<file path="config.mk">
export PLATFORM = sky130hd
export DESIGN_NAME = ser_loader
export DESIGN_NICKNAME = d
export VERILOG_FILES = /design/src/rtl/ser_loader.sv
export SDC_FILE = /design/constraint.sdc
export NUM_CORES = 1
export LEC_CHECK = 0
export CAP_MARGIN = 20
export CORE_UTILIZATION = 55
export DETAILED_ROUTE_END_ITERATION = 8
export GPL_ROUTABILITY_DRIVEN = 0
export PLACE_DENSITY_LB_ADDON = 0.15
export SYNTH_ARGS = -nofsm -noshare
export SYNTH_HDL_FRONTEND = slang
export SYNTH_SLANG_ARGS = --single-unit
</file>
<file path="constraint.sdc">
create_clock -name clk -period 18.7 [get_ports clk]
set_clock_uncertainty 0.15 [all_clocks]
set_input_delay 3.74 -clock clk [delete_from_list [all_inputs] [get_ports clk]]
set_output_delay 3.74 -clock clk [all_outputs]
set_load 0.02 [all_outputs]
</file>
<file path="src/rtl/ser_loader.sv">
// Serial boot loader: assembles little-endian LEN/ADDR/DATA words from the
// byte receiver and writes each data word to the internal bus.
module ser_loader #(
    parameter int ADDR_W = 24
) (
    input  logic              clk,
    input  logic              rst,
    input  logic              en,
    input  logic              rcv_rdy,
    input  logic [7:0]        rcv_data,
    output logic              rcv_done,
    output logic              bus_stb,
    output logic              bus_we,
    output logic [ADDR_W-1:0] bus_addr,
    output logic [31:0]       bus_dout,
    input  logic              bus_ack,
    output logic              done,
    output logic              err,
    output logic [ADDR_W-1:0] start_addr
);

    // state    | meaning
    // IDLE     | loader disabled, waiting for en
    // GET_LEN  | collecting the 4 bytes of the block length
    // GET_ADDR | collecting the 4 bytes of the block address
    // GET_DATA | collecting the 4 bytes of the next data word
    // WRITE    | bus write in flight, waiting for bus_ack
    // DONE     | terminating block seen, start_addr valid
    // ERROR    | misaligned length or address, loader halted
    typedef enum logic [2:0] {
        IDLE     = 3'd0,
        GET_LEN  = 3'd1,
        GET_ADDR = 3'd2,
        GET_DATA = 3'd3,
        WRITE    = 3'd4,
        DONE     = 3'd5,
        ERROR    = 3'd6
    } state_t;

    state_t      state;
    state_t      state_nxt;
    logic [1:0]  cnt;
    logic [23:0] asm_q;
    logic [31:0] len_q;
    logic [29:0] remaining;
    logic        pulse_q;
    logic        rx_state;
    logic        accept;
    logic        word_ok;
    logic [31:0] word;

    assign rx_state = (state == GET_LEN) || (state == GET_ADDR) || (state == GET_DATA);
    // The receiver drops rdy on our done pulse, so the cycle after a pulse is blind.
    assign accept   = en && rx_state && rcv_rdy && !pulse_q;
    assign word_ok  = accept && (cnt == 2'd3);
    assign word     = {rcv_data, asm_q};

    always_ff @(posedge clk or posedge rst) begin
        if (rst) begin
            state <= IDLE;
        end else begin
            state <= state_nxt;
        end
    end

    always_comb begin
        state_nxt = state;
        if (!en) begin
            state_nxt = IDLE;
        end else begin
            unique case (state)
                IDLE: state_nxt = GET_LEN;
                GET_LEN: begin
                    if (word_ok) begin
                        state_nxt = (word[1:0] != 2'b00) ? ERROR : GET_ADDR;
                    end
                end
                GET_ADDR: begin
                    if (word_ok) begin
                        if (word[1:0] != 2'b00) begin
                            state_nxt = ERROR;
                        end else if (len_q == 32'd0) begin
                            state_nxt = DONE;
                        end else begin
                            state_nxt = GET_DATA;
                        end
                    end
                end
                GET_DATA: begin
                    if (word_ok) begin
                        state_nxt = WRITE;
                    end
                end
                WRITE: begin
                    if (bus_ack) begin
                        state_nxt = (remaining == 30'd1) ? GET_LEN : GET_DATA;
                    end
                end
                DONE:    state_nxt = DONE;
                ERROR:   state_nxt = ERROR;
                default: state_nxt = IDLE;
            endcase
        end
    end

    always_comb begin
        bus_stb  = (state == WRITE);
        bus_we   = (state == WRITE);
        done     = (state == DONE);
        err      = (state == ERROR);
        rcv_done = pulse_q;
    end

    always_ff @(posedge clk or posedge rst) begin
        if (rst) begin
            cnt        <= 2'd0;
            asm_q      <= 24'd0;
            len_q      <= 32'd0;
            remaining  <= 30'd0;
            pulse_q    <= 1'b0;
            bus_addr   <= '0;
            bus_dout   <= 32'd0;
            start_addr <= '0;
        end else begin
            pulse_q <= accept;
            if (!en) begin
                cnt <= 2'd0;
            end else if (accept) begin
                cnt <= cnt + 2'd1;
                unique case (cnt)
                    2'd0:    asm_q[7:0]   <= rcv_data;
                    2'd1:    asm_q[15:8]  <= rcv_data;
                    2'd2:    asm_q[23:16] <= rcv_data;
                    default: ;
                endcase
            end

            if (word_ok) begin
                unique case (state)
                    GET_LEN: len_q <= word;
                    GET_ADDR: begin
                        if (word[1:0] == 2'b00) begin
                            if (len_q == 32'd0) begin
                                start_addr <= word[ADDR_W-1:0];
                            end else begin
                                bus_addr  <= word[ADDR_W-1:0];
                                remaining <= len_q[31:2];
                            end
                        end
                    end
                    GET_DATA: bus_dout <= word;
                    default: ;
                endcase
            end

            if (en && (state == WRITE) && bus_ack) begin
                bus_addr  <= bus_addr + ADDR_W'(4);
                remaining <= remaining - 30'd1;
            end
        end
    end

endmodule

</file>
# After elaboration in Yosys (flattened, before gate mapping)
# Index checks and enable logic that the tools add are counted.
[totals]
in_bits = 13
output_inout_bits = 85
ff_bits = 172
[op_classes]
add_sub_neg = 3
n_reduce_logical = 25
n_mux = 22
eq_ne = 16
[ops]
columns = ["op", "n"]
rows = [
  ["two-way mux 30 bit", 5],
  ["two-way mux 24 bit", 5],
  ["logical NOT 32 bit", 1],
  ["equality test 30 x 1 -> 1 bit, second input constant", 1],
  ["subtractor 30 x 1 -> 30 bit, second input constant", 1],
  ["adder 24 x 3 -> 24 bit, second input constant", 1],
  ["two-way mux 3 bit", 8],
  ["case mux 3 bit (7 select lines)", 1],
  ["AND reduction 4 bit", 3],
  ["equality test 3 bit, second input constant", 3],
  ["!= test 3 bit, second input constant", 3],
  ["AND reduction 3 bit", 3],
  ["nonzero test 2 bit", 4],
  ["equality test 3 x 2 -> 1 bit, second input constant", 2],
  ["logical AND 1 bit", 6],
  ["two-way mux 2 bit", 3],
  ["equality test 2 bit, second input constant", 2],
  ["logical NOT 2 bit", 2],
  ["!= test 2 x 1 -> 1 bit, second input constant", 2],
  ["AND reduction 2 bit", 2],
  ["equality test 3 x 1 -> 1 bit, second input constant", 1],
  ["logical NOT 3 bit", 1],
  ["!= test 3 x 2 -> 1 bit, second input constant", 1],
  ["adder 2 x 1 -> 2 bit, second input constant", 1],
  ["other kinds (3)", 4],
]

# Depth between registers and ports, before layout
# Gate-level depths: netlist (run 1).
[depth]
word_depth = 10
mapped_depth = 9

# Least setup slack after synthesis (run 1)
# Ideal clock, no wire load.
[synth_timing]
path_kind = "input port to flip-flop"
start = "input port en"
end = "register start_addr[10]"
setup_slack_ns = 13.062
cell_stages = 6
path_buffers = 2
t_required_ns = 18.425
arrival_ns = 5.363
path_cell_list = "clkbuf_1 nor4bb_1 nand4_1 nor2_1 buf_2 mux2_2"
[synth_between]
elab_chain_cells = 5
[synth_lines]
columns = ["item", "line_no", "rtl"]
rows = [
  ["from (decl)", "8", "input logic en,"],
  ["logical AND 1 bit (3 in a row)", "54", "assign accept = en && rx_state && rcv_rdy && !pulse_q;"],
  ["logical AND 1 bit", "55", "assign word_ok = accept && (cnt == 2'd3);"],
  ["AND reduction 4 bit (no source line)", "--", ""],
  ["to (signal assigned)", "144", "start_addr <= word[ADDR_W-1:0];"],
  ["to (decl)", "19", "output logic [ADDR_W-1:0] start_addr"],
]
# Every way passes these cells.
# A chain may end at the register's enable or synchronous reset.

# Worst setup path after layout (run 1)
[layout_timing]
start = "register state[1]"
end = "output port bus_we"
[layout_between]
elab_chain_cells = 1
[layout_lines]
columns = ["item", "line_no", "rtl"]
rows = [
  ["from (decl)", "40", "state_t state;"],
  ["from (signal assigned)", "62", "state <= state_nxt;"],
  ["equality test 3 bit", "108", "bus_we = (state == WRITE);"],
  ["to (decl)", "13", "output logic bus_we,"],
]
# Every way passes these cells.

==> results by group, run 1 <==
Timing
  – Final Max Tran Viols: 0
  – Final setup viols: 0
  – Tcrit/Tclk final: 33.91%
  – Crit path time final: 6.342 ns
  – Final Hold Fails: 0
  – Fmax: 0.1577 GHz
  – Worst-margin pin slew: 0.9943 ns
  – Setup TNS: 0 ns
  – Rel. slew slack: 33.71%
  – Unrepaired setup endpoints after global routing: no

Detailed routing
  – Wire per inst: 21.50 um
  – DRT iter0 DRCs: 518
  – Final wirelength: 19850 um
  – Via count: 5841
  – Antenna-violating nets left: 0
  – Vias per cell: 6.328
  – DRC viols: 0
  – Initial DRT Pass Iterations: 5

Setup path
  – Crit path kind: reg2out
  – Register-to-Register Path Depth: 6
  – Slowest stage cell, crit path: or3b_1
  – Worst setup EP type: output pin
  – R2R Setup Slk: 15.72 ns
  – CP Data Required Time: 14.81 ns
  – Critical Path, Cell by Cell: or3b_1, inv_2, clkdlybuf4s50_1
  – CP arrival: 2.45 ns
  – Largest fanout on the critical path: 12
  – Startpoint types: flop
  – Slowest stage delay, CP: 0.66 ns

Clock tree
  – Worst-path clk slew: 0.06 ns
  – Post-CTS setup buffer count: 0
  – TritonCTS clock tree: yes
  – CTS buffer count: 17
  – Clk Latency, worst-skew pair: 0.43 ns
  – TritonCTS Sinks: 172
  – CTS Buffer Depth: 2
  – Clk root buf: clkbuf_16
  – Htree depth: 4
  – CTS resizes: 0
  – Count of hold-fix buffers inserted at cts: 0

Global routing
  – Tot GR Track Use: 28.82%
  – Total gr overflow: 0
  – Initial antenna violation count: 0
  – Largest net degree at the start of global routing: 97
  – Vias in the first global route: 5720
  – First-pass GRT wire length: 31420 um

Worst hold path
  – Hold depth: 1
  – Hold crit path type: reg2reg

Yosys
  – Distinct cells, synth: 66
  – Yosys warnings: 0
  – Gate Count Post-Synth: 642
  – Syn avg cell area: 12.11 um^2
  – Synth Flop Type: dfrtp_1
  – Synth Register Bits: 172
  – Post-synth EDFFs: 0
  – Syn nets: 662
  – Post-synthesis sequential area ratio: 55.35%
  – Async S/R FF share, synth: 100.0%
  – Post-Syn Area: 7776 um^2

Layout
  – Layout cell share with drive strength beyond 1: 18.71%
  – # diodes: 0
  – Synthesis-to-finish area growth: 22.67%
  – Commonest cells after routing, fill and taps aside: dfrtp_1, clkdlybuf4s50_1, mux2_2
  – Fillcell total: 993
  – Final nets: 752
  – Most common cell after layout, fill and taps aside: dfrtp_1

Power
  – Switching power: 410.6 uW
  – PwrDens: 123.8 nW/um^2
  – PnR Total Power: 1.181 mW
  – Int Pwr: 770.4 uW
  – Peak supply drop: 0.08655 mV
  – Combinational Power Share: 23.4%
  – Clock share of power: 31.9%
  – Part of the power in registers: 44.7%
  – Leakage power: 4.386 nW
  – Switching part of the total power: 34.77%

Floorplan
  – # IOs: 98
  – Die Span Y: 120.9 um
  – Die area: 14620 um^2
  – Core area: 13830 um^2
  – Floorplan row count: 43
  – Starting Density: 56.24%
  – Die X-Extent: 120.9 um

Place
  – Port bufs: 97
  – Post-DP HPWL: 13560 um

Outcome
  – Status: finished clean

Job
  – Max-capacitance violation count: 0
==> layout make-up <==
| type | instances | area (um^2) | share of cell area, % |
|---|---|---|---|
| Inverter | 14 | 57.56 | 0.6034 |
| Tap cell | 180 | 225.2 | 2.361 |
| Clock inverter | 12 | 190.2 | 1.994 |
| Multi-Input combinational cell | 424 | 3289 | 34.48 |
| Clock buffer | 18 | 429.2 | 4.499 |
| Sequential cell | 172 | 4304 | 45.12 |
| Timing Repair Buffer | 103 | 1044 | 10.94 |
==> metal layers <==
metal | global-route usage, % | up-vias | share of wire [%]
li1 | - | 2588 | -
met3 | 8.271 | 32 | 7.5
met4 | 8.333 | 0 | 1.9
met2 | 44.46 | 234 | 48
met1 | 39.78 | 2987 | 43
met5 | 0 | - | 0
==> worst paths after layout <==
kind,from,endpoint
max reg2reg,state[1]$_DFFE_PP0P_,bus_addr[19]$_DFFE_PP0P_
max,state[1]$_DFFE_PP0P_,bus_we
min in group asynchronous,rst,bus_dout[11]$_DFFE_PP0P_
max in group asynchronous,rst,asm_q[12]$_DFFE_PP0P_
min,bus_addr[0]$_DFFE_PP0P_,bus_addr[0]$_DFFE_PP0P_
min reg2reg,bus_addr[0]$_DFFE_PP0P_,bus_addr[0]$_DFFE_PP0P_
==> power by group through the flow <==
stage                     registers [mW]  clock network (mW)  logic [mW]
after CTS                          0.525               0.379       0.274
after global routing               0.536               0.395       0.302
after global placement             0.525                   0       0.262
final                              0.528               0.377       0.276
after floorplan                    0.492                   0       0.210
after detailed placement           0.530                   0       0.272
==> critical path, delay by kind of cell, from the launching register on <==
kind | cells | cell delay (ns)
buf+inv | 2 | 0.83
flops | 1 | 0.53
simple gates | 1 | 0.66
==> flip-flops by register name, summed over array words and instances (netlist names) <==
| register | count |
|---|---|
| asm_q | 24 |
| bus_addr | 24 |
| bus_dout | 32 |
| cnt | 2 |
| len_q | 32 |
| rcv_done | 1 |
| remaining | 30 |
| start_addr | 24 |
| state | 3 |
==> cells in the mapped netlist (3+ instances only) <==
master / number / area share, %
o311ai_1: 6 / 0.68
mux2_1: 28 / 4.1
mux2_2: 84 / 12
inv_1: 13 / 0.63
a211oi_1: 7 / 0.68
a221o_1: 4 / 0.51
nor2_1: 26 / 1.3
o22ai_1: 3 / 0.24
a311oi_1: 6 / 0.68
nor2b_1: 5 / 0.40
buf_1: 6 / 0.29
buf_2: 10 / 0.64
nor3_1: 15 / 0.97
a211o_1: 3 / 0.34
and3_1: 3 / 0.24
or3_1: 7 / 0.56
ha_1: 7 / 1.1
and2_1: 6 / 0.48
a21oi_1: 7 / 0.45
nand3_1: 32 / 2.1
mux2i_1: 3 / 0.39
o211ai_1: 23 / 2.2
dfrtp_1: 172 / 55
a32oi_1: 3 / 0.34
nand4_1: 13 / 1.0
and4_1: 4 / 0.45
clkbuf_1: 13 / 0.63
o21ai_0: 7 / 0.45
nor4_1: 15 / 1.2
nand2_1: 46 / 2.2
buf_4: 3 / 0.29
o21ai_1: 3 / 0.19
or4_1: 14 / 1.4
==> cell families (layout without fill, tap and decap cells) <==
kind of cell               after synthesis  in the layout  share of synthesized area (%)
AOI/OAI and AO/OA                       90             90                          8.914
xor gates and xnor gates                 4              4                         0.4506
adders and majority gates                7              7                          1.126
buffers and inverters                   46            147                          2.526
DFF                                    172            172                          55.35
muxes                                  115            115                          16.61
and+or+nand+nor                        208            208                          15.03
==> through the flow <==
step,cell area (um^2),util [%],instances,worst slack (ns),hold WS (ns)
5_1_grt,9539,68.99,923,12.27,0.3529
6_report,9539,68.99,923,12.36,0.3340
3_3_place_gp,8877,64.20,891,12.06,0.3176
2_1_floorplan,7776,-,642,10.15,0.3163
4_1_cts,9512,68.79,922,12.37,0.3397
3_5_place_dp,8892,64.31,892,12.12,0.3199
Note: power is estimated with default switching activity, not from simulation.
==> run 2, diff against run 1 <==
==> constraint.sdc (replaced) <==
create_clock -name clk -period 5.87 [get_ports clk]
set_clock_uncertainty 0.15 [all_clocks]
set_input_delay 1.174 -clock clk [delete_from_list [all_inputs] [get_ports clk]]
set_output_delay 1.174 -clock clk [all_outputs]
set_load 0.02 [all_outputs]
==> run 2 against run 1 <==
  * Global-route usage is 0.25 points lower
  * Sequential cell count unchanged
  * Worst hold slack better by 0.0027 ns
  * Via count decreased by 0.33%
  * Total power rose to 3.2 times the previous value
  * Utilization is 0.14 points lower
  * Sequential power rose to 3.2 times the previous value
  * Clock-buffer cell count unchanged
  * Clock power grew to 3.1 times the previous value
  * Cell area decreased by 0.20%
  * Setup slack got worse by 10 ns
  * Critical endpoint is now bus_stb
==> results by group, run 2 (synthesis results as in run 1) <==
Outcome
  – Status: finished clean (unchanged)

Timing
  – Final Max Tran Viols: 0 (unchanged)
  – Crit path time final: 3.789 ns
  – Tcrit/Tclk final: 64.54%
  – Worst-margin pin slew: 0.9708 ns (was 0.9943 ns)
  – Setup ws final: 2.081 ns (was 12.36 ns)
  – Rel. slew slack: 35.28% (was 33.71%)
  – Final Hold Fails: 0 (unchanged)
  – Unrepaired setup endpoints after global routing: no (unchanged)
  – Setup TNS: 0 ns (unchanged)
  – Fmax: 0.2639 GHz
  – Final setup viols: 0 (unchanged)

Floorplan
  – Floorplan row count: 43 (unchanged)
  – Die Span Y: 120.9 um (unchanged)
  – Die area: 14620 um^2 (unchanged)
  – Starting Density: 56.24% (unchanged)
  – Die X-Extent: 120.9 um (unchanged)
  – # IOs: 98 (unchanged)
  – Core area: 13830 um^2 (unchanged)

Detailed routing
  – Vias per cell: 6.294 (was 6.328)
  – Final wirelength: 19620 um (was 19850 um)
  – DRC viols: 0 (unchanged)
  – DRT iter0 DRCs: 511 (was 518)
  – Antenna-violating nets left: 0 (unchanged)
  – Via count: 5822 (was 5841)
  – Initial DRT Pass Iterations: 5 (unchanged)
  – Wire per inst: 21.21 um (was 21.50 um)

Global routing
  – Met3 Use GR: 5.921% (was 8.271%)
  – Met2 GRT Util: 44.75% (was 44.46%)
  – Total gr overflow: 0 (unchanged)
  – First-pass GRT wire length: 31460 um (was 31420 um)
  – Met1 global-route usage: 39.83% (was 39.78%)
  – Gr busiest metal: met2 (unchanged)
  – Largest net degree at the start of global routing: 173 (was 97)
  – Tot GR Track Use: 28.57% (was 28.82%)
  – Vias in the first global route: 5796 (was 5720)
  – Initial antenna violation count: 0 (unchanged)

Setup path
  – CP Data Required Time: 4.55 ns (was 14.81 ns)
  – Register-to-Register Path Depth: 6 (unchanged)
  – Crit path kind: reg2out (unchanged)
  – CP arrival: 2.46 ns (was 2.45 ns)
  – Largest fanout on the critical path: 12 (unchanged)
  – Worst setup EP type: output pin (unchanged)
  – Startpoint types: flop (unchanged)

Layout
  – Final nets: 752 (unchanged)
  – Most common cell after layout, fill and taps aside: dfrtp_1 (unchanged)
  – Largest registers: bus_dout (32), len_q (32), remaining (30) (unchanged)
  – Final Cell Area: 9520 um^2 (was 9539 um^2)
  – Commonest cells after routing, fill and taps aside: dfrtp_1, clkdlybuf4s50_1, mux2_2 (unchanged)
  – Layout cell share with drive strength beyond 1: 19.06% (was 18.71%)
  – # diodes: 0 (unchanged)
  – Seq. cell area: 4304 um^2 (unchanged)
  – Synthesis-to-finish area growth: 22.43% (was 22.67%)
  – Combined area of the multi-input logic cells: 3289 um^2 (unchanged)
  – Fin util: 68.85% (was 68.99%)
  – Fillcell total: 999 (was 993)

Power
  – PwrDens: 392.7 nW/um^2 (was 123.8 nW/um^2)
  – Peak supply drop: 0.2790 mV (was 0.08655 mV)
  – Leakage power: 4.382 nW (was 4.386 nW)
  – PnR Total Power: 3.739 mW (was 1.181 mW)

Place
  – Post-DP HPWL: 13240 um (was 13560 um)
  – Port bufs: 97 (unchanged)
  – DP Worst Slack: 1.850 ns (was 12.12 ns)
  – Area post-placement: 8911 um^2 (was 8892 um^2)

Clock tree
  – TritonCTS Sinks: 172 (unchanged)
  – CTS Buffer Depth: 2 (unchanged)
  – Post-CTS setup buffer count: 0 (unchanged)
  – Htree depth: 4 (unchanged)
  – Clk root buf: clkbuf_16 (unchanged)
  – Clk Latency, worst-skew pair: 0.44 ns (was 0.43 ns)
  – Count of hold-fix buffers inserted at cts: 0 (unchanged)
  – TritonCTS clock tree: yes (unchanged)
  – CTS resizes: 0 (unchanged)
  – Worst-path clk slew: 0.07 ns (was 0.06 ns)
  – CTS buffer count: 17 (unchanged)

Worst hold path
  – Hold depth: 1 (unchanged)
  – Hold crit path type: reg2reg (unchanged)

Job
  – Max-capacitance violation count: 0 (unchanged)
==> run 2: cell count changes in the layout (fill, tap and decap cells not counted), sizes merged <==
| cell | before | now |
|---|---|---|
| bufinv | 4 | 2 |
| clkinv | 3 | 1 |
| inv | 17 | 23 |
==> run 2: metal layers <==
metal / vias to the layer above / wire (um) / part of all wire (%)
li1: 2591 / - / -
met1: 2999 / 8622 / 44
met2: 210 / 9504 / 48
met3: 22 / 1188 / 6.1
met4: 0 / 306 / 1.6
met5: - / 0 / 0
==> run 2: metrics by stage <==
stage / hold WS, ns / std cells
after floorplan: 0.3163 / 642
after global placement: 0.3176 / 892
after detailed placement: 0.3283 / 893
after CTS: 0.3438 / 925
after global routing: 0.3640 / 925
final: 0.3367 / 925
==> run 2: final timing paths <==
kind | start | endpoint | slack [ns]
worst max-delay path | state[1]$_DFFE_PP0P_ | bus_stb | 2.08
worst min register to register | bus_addr[0]$_DFFE_PP0P_ | bus_addr[0]$_DFFE_PP0P_ | 0.34
worst min-delay path | bus_addr[0]$_DFFE_PP0P_ | bus_addr[0]$_DFFE_PP0P_ | 0.34
min in group asynchronous | rst | bus_dout[5]$_DFFE_PP0P_ | 1.13
max in group asynchronous | rst | bus_addr[10]$_DFFE_PP0P_ | 3.66
worst max register to register | state[1]$_DFFE_PP0P_ | bus_addr[19]$_DFFE_PP0P_ | 2.96
==> run 2: power by group <==
part	leakage (nW)	internal (mW)	switching [mW]
Combinational	1.74	0.369	0.524
Sequential	2.34	1.37	0.305
Clock	0.300	0.657	0.513
==> run 2: area by class of cell <==
class | count | share of cell area (%)
inverters | 14 | 0.5914
flip-flops and latches | 172 | 45.21
clock inverters | 14 | 1.787
clock buffers | 18 | 4.613
multi-input cells | 424 | 34.55
well taps | 180 | 2.366
repair buffers | 103 | 10.88
==> run 2: critical path, cell delays in order, from the launching register on <==
cell             delay, ns
dfrtp_1               0.52
or3b_1                0.67
inv_2                 0.21
clkdlybuf4s50_1       0.62
==> run 3, diff against run 2 <==
==> constraint.sdc (replaced) <==
create_clock -name clk -period 3.9 [get_ports clk]
set_clock_uncertainty 0.15 [all_clocks]
set_input_delay 0.78 -clock clk [delete_from_list [all_inputs] [get_ports clk]]
set_output_delay 0.78 -clock clk [all_outputs]
set_load 0.02 [all_outputs]
==> run 3 against run 2 <==
  * Via count grew 0.82%
  * Die area is the same
  * First-iteration DRC count shrank 5.5%
==> results by group, run 3 (synthesis results as in run 1) <==
Outcome
  – Status: finished clean (unchanged)

Layout
  – Synthesis-to-finish area growth: 22.65% (was 22.43%)
  – Layout cell share with drive strength beyond 1: 19.39% (was 19.06%)
  – Final nets: 756 (was 752)
  – Commonest cells after routing, fill and taps aside: dfrtp_1, clkdlybuf4s50_1, mux2_2 (unchanged)
  – Combined area of the multi-input logic cells: 3289 um^2 (unchanged)
  – Fillcell total: 951 (was 999)
  – Most common cell after layout, fill and taps aside: dfrtp_1 (unchanged)
  – Largest registers: bus_dout (32), len_q (32), remaining (30) (unchanged)
  – # diodes: 0 (unchanged)
  – Seq. cell area: 4304 um^2 (unchanged)

Timing
  – Fmax: 0.2962 GHz
  – Worst-margin pin slew: 0.6210 ns (was 0.9708 ns)
  – Tcrit/Tclk final: 86.55%
  – Unrepaired setup endpoints after global routing: no (unchanged)
  – Rel. slew slack: 58.22% (was 35.28%)
  – Hold_ws: 0.3321 ns (was 0.3367 ns)
  – Final Max Tran Viols: 0 (unchanged)
  – Setup TNS: 0 ns (unchanged)
  – Final Hold Fails: 0 (unchanged)
  – Crit path time final: 3.376 ns
  – Final setup viols: 0 (unchanged)

Job
  – Max-capacitance violation count: 0 (unchanged)

Floorplan
  – # IOs: 98 (unchanged)
  – Die Span Y: 120.9 um (unchanged)
  – Die X-Extent: 120.9 um (unchanged)
  – Starting Density: 56.24% (unchanged)
  – Core area: 13830 um^2 (unchanged)
  – Floorplan row count: 43 (unchanged)
  – Die area: 14620 um^2 (unchanged)

Global routing
  – Tot GR Track Use: 28.02% (was 28.57%)
  – Total gr overflow: 0 (unchanged)
  – Vias in the first global route: 5702 (was 5796)
  – Initial antenna violation count: 0 (unchanged)
  – Largest net degree at the start of global routing: 76 (was 173)
  – First-pass GRT wire length: 30860 um (was 31460 um)

Worst hold path
  – Hold crit path type: reg2reg (unchanged)
  – Min-delay src: bus_addr[0]$_DFFE_PP0P_ (unchanged)
  – Hold depth: 1 (unchanged)
  – Hold Path End: bus_addr[0]$_DFFE_PP0P_ (unchanged)

Clock tree
  – Clk Latency, worst-skew pair: 0.42 ns (was 0.44 ns)
  – Post-CTS setup buffer count: 0 (unchanged)
  – Clk root buf: clkbuf_16 (unchanged)
  – CTS Buffer Depth: 2 (unchanged)
  – Count of hold-fix buffers inserted at cts: 0 (unchanged)
  – CTS buffer count: 17 (unchanged)
  – Htree depth: 4 (unchanged)
  – TritonCTS Sinks: 172 (unchanged)
  – CTS resizes: 0 (unchanged)
  – Worst-path clk slew: 0.06 ns (was 0.07 ns)
  – TritonCTS clock tree: yes (unchanged)

Setup path
  – Startpoint types: flop (unchanged)
  – Critical Path, Cell by Cell: or3b_1, inv_2, clkdlybuf4s50_1 (unchanged)
  – Register-to-Register Path Depth: 6 (unchanged)
  – Delay-heaviest family, CP: buffers and inverters (unchanged)
  – Slowest stage delay, CP: 0.67 ns (about the same)
  – Slowest stage cell, crit path: or3b_1 (unchanged)
  – Worst R2R Start: state[1]$_DFFE_PP0P_ (unchanged)
  – CP Data Required Time: 2.97 ns (was 4.55 ns)
  – Largest fanout on the critical path: 12 (unchanged)
  – Stages on worst setup path: 3 (unchanged)
  – Worst setup EP type: output pin (unchanged)
  – CP arrival: 2.45 ns (was 2.46 ns)
  – Worst flop-to-flop path endpoint: bus_addr[19]$_DFFE_PP0P_ (unchanged)
  – R2R Setup Slk: 0.98 ns (was 2.96 ns)
  – Buf/Inv on CP: 2 (unchanged)
  – Crit path kind: reg2out (unchanged)

Detailed routing
  – DRT iter0 DRCs: 483 (was 511)
  – Via count: 5870 (was 5822)
  – Wire per inst: 20.83 um (was 21.21 um)
  – Antenna-violating nets left: 0 (unchanged)
  – DRC viols: 0 (unchanged)
  – Initial DRT Pass Iterations: 5 (unchanged)
  – Vias per cell: 6.325 (was 6.294)
  – Final wirelength: 19330 um (was 19620 um)

Power
  – Peak supply drop: 0.3707 mV (was 0.2790 mV)
  – Leakage power: 4.382 nW (about the same)
  – PwrDens: 574.8 nW/um^2 (was 392.7 nW/um^2)

Place
  – Post-DP HPWL: 13470 um (was 13240 um)
  – Port bufs: 97 (unchanged)
run 3: changes by cell type in the layout (fill, tap and decap cells not counted):
cell / change
inv_6: -3
buf_4: +2
clkinv_2: +1
buf_8: -1
clkbuf_8: +1
bufinv_16: -1
inv_8: -4
clkinvlp_4: +3
buf_12: +3
clkinv_4: +2
run 3: final cells by class:
type | count | share of cell area, %
Timing Repair Buffer | 107 | 11.49
Sequential cell | 172 | 45.13
Multi-Input combinational cell | 424 | 34.49
Tap cell | 180 | 2.361
Clock inverter | 12 | 1.194
Inverter | 14 | 0.5903
Clock buffer | 19 | 4.749
run 3: power by group:
part | total (mW) | internal (mW) | switching, mW | leakage, nW
logic | 1.33 | 0.559 | 0.775 | 1.77
registers | 2.53 | 2.06 | 0.464 | 2.34
clock network | 1.62 | 0.914 | 0.706 | 0.268
total | 5.48 | 3.54 | 1.94 | 4.38
run 3: worst max path at each step:
stage	start	to	slack (ns)
finish	state[1]$_DFFE_PP0P_	bus_stb	0.52
global route	state[1]$_DFFE_PP0P_	bus_we	0.45
CTS	state[1]$_DFFE_PP0P_	bus_we	0.53
detailed placement	en	remaining[0]$_DFFE_PP0P_	0.53
global placement	en	bus_addr[13]$_DFFE_PP0P_	0.64
floorplan	rst	asm_q[0]$_DFFE_PP0P_	0.77
run 3: layer usage:
metal | GRT usage [%] | up-vias | share of wire [%]
li1 | - | 2615 | -
met1 | 38.94 | 2989 | 44
met2 | 44.25 | 238 | 47
met3 | 5.827 | 28 | 6.8
met4 | 8.951 | 0 | 1.8
met5 | 0 | - | 0
run 3: metrics by stage:
step	util (%)	total power, mW	std cells	setup WS [ns]	cell area [um^2]
final	68.98	5.483	928	0.5244	9538
after global placement	64.74	3.783	896	0.6412	8951
after detailed placement	64.74	3.860	896	0.5343	8951
after CTS	68.84	5.473	927	0.5317	9518
after global routing	68.98	5.731	928	0.4464	9538
after floorplan	-	3.366	642	0.7733	7780
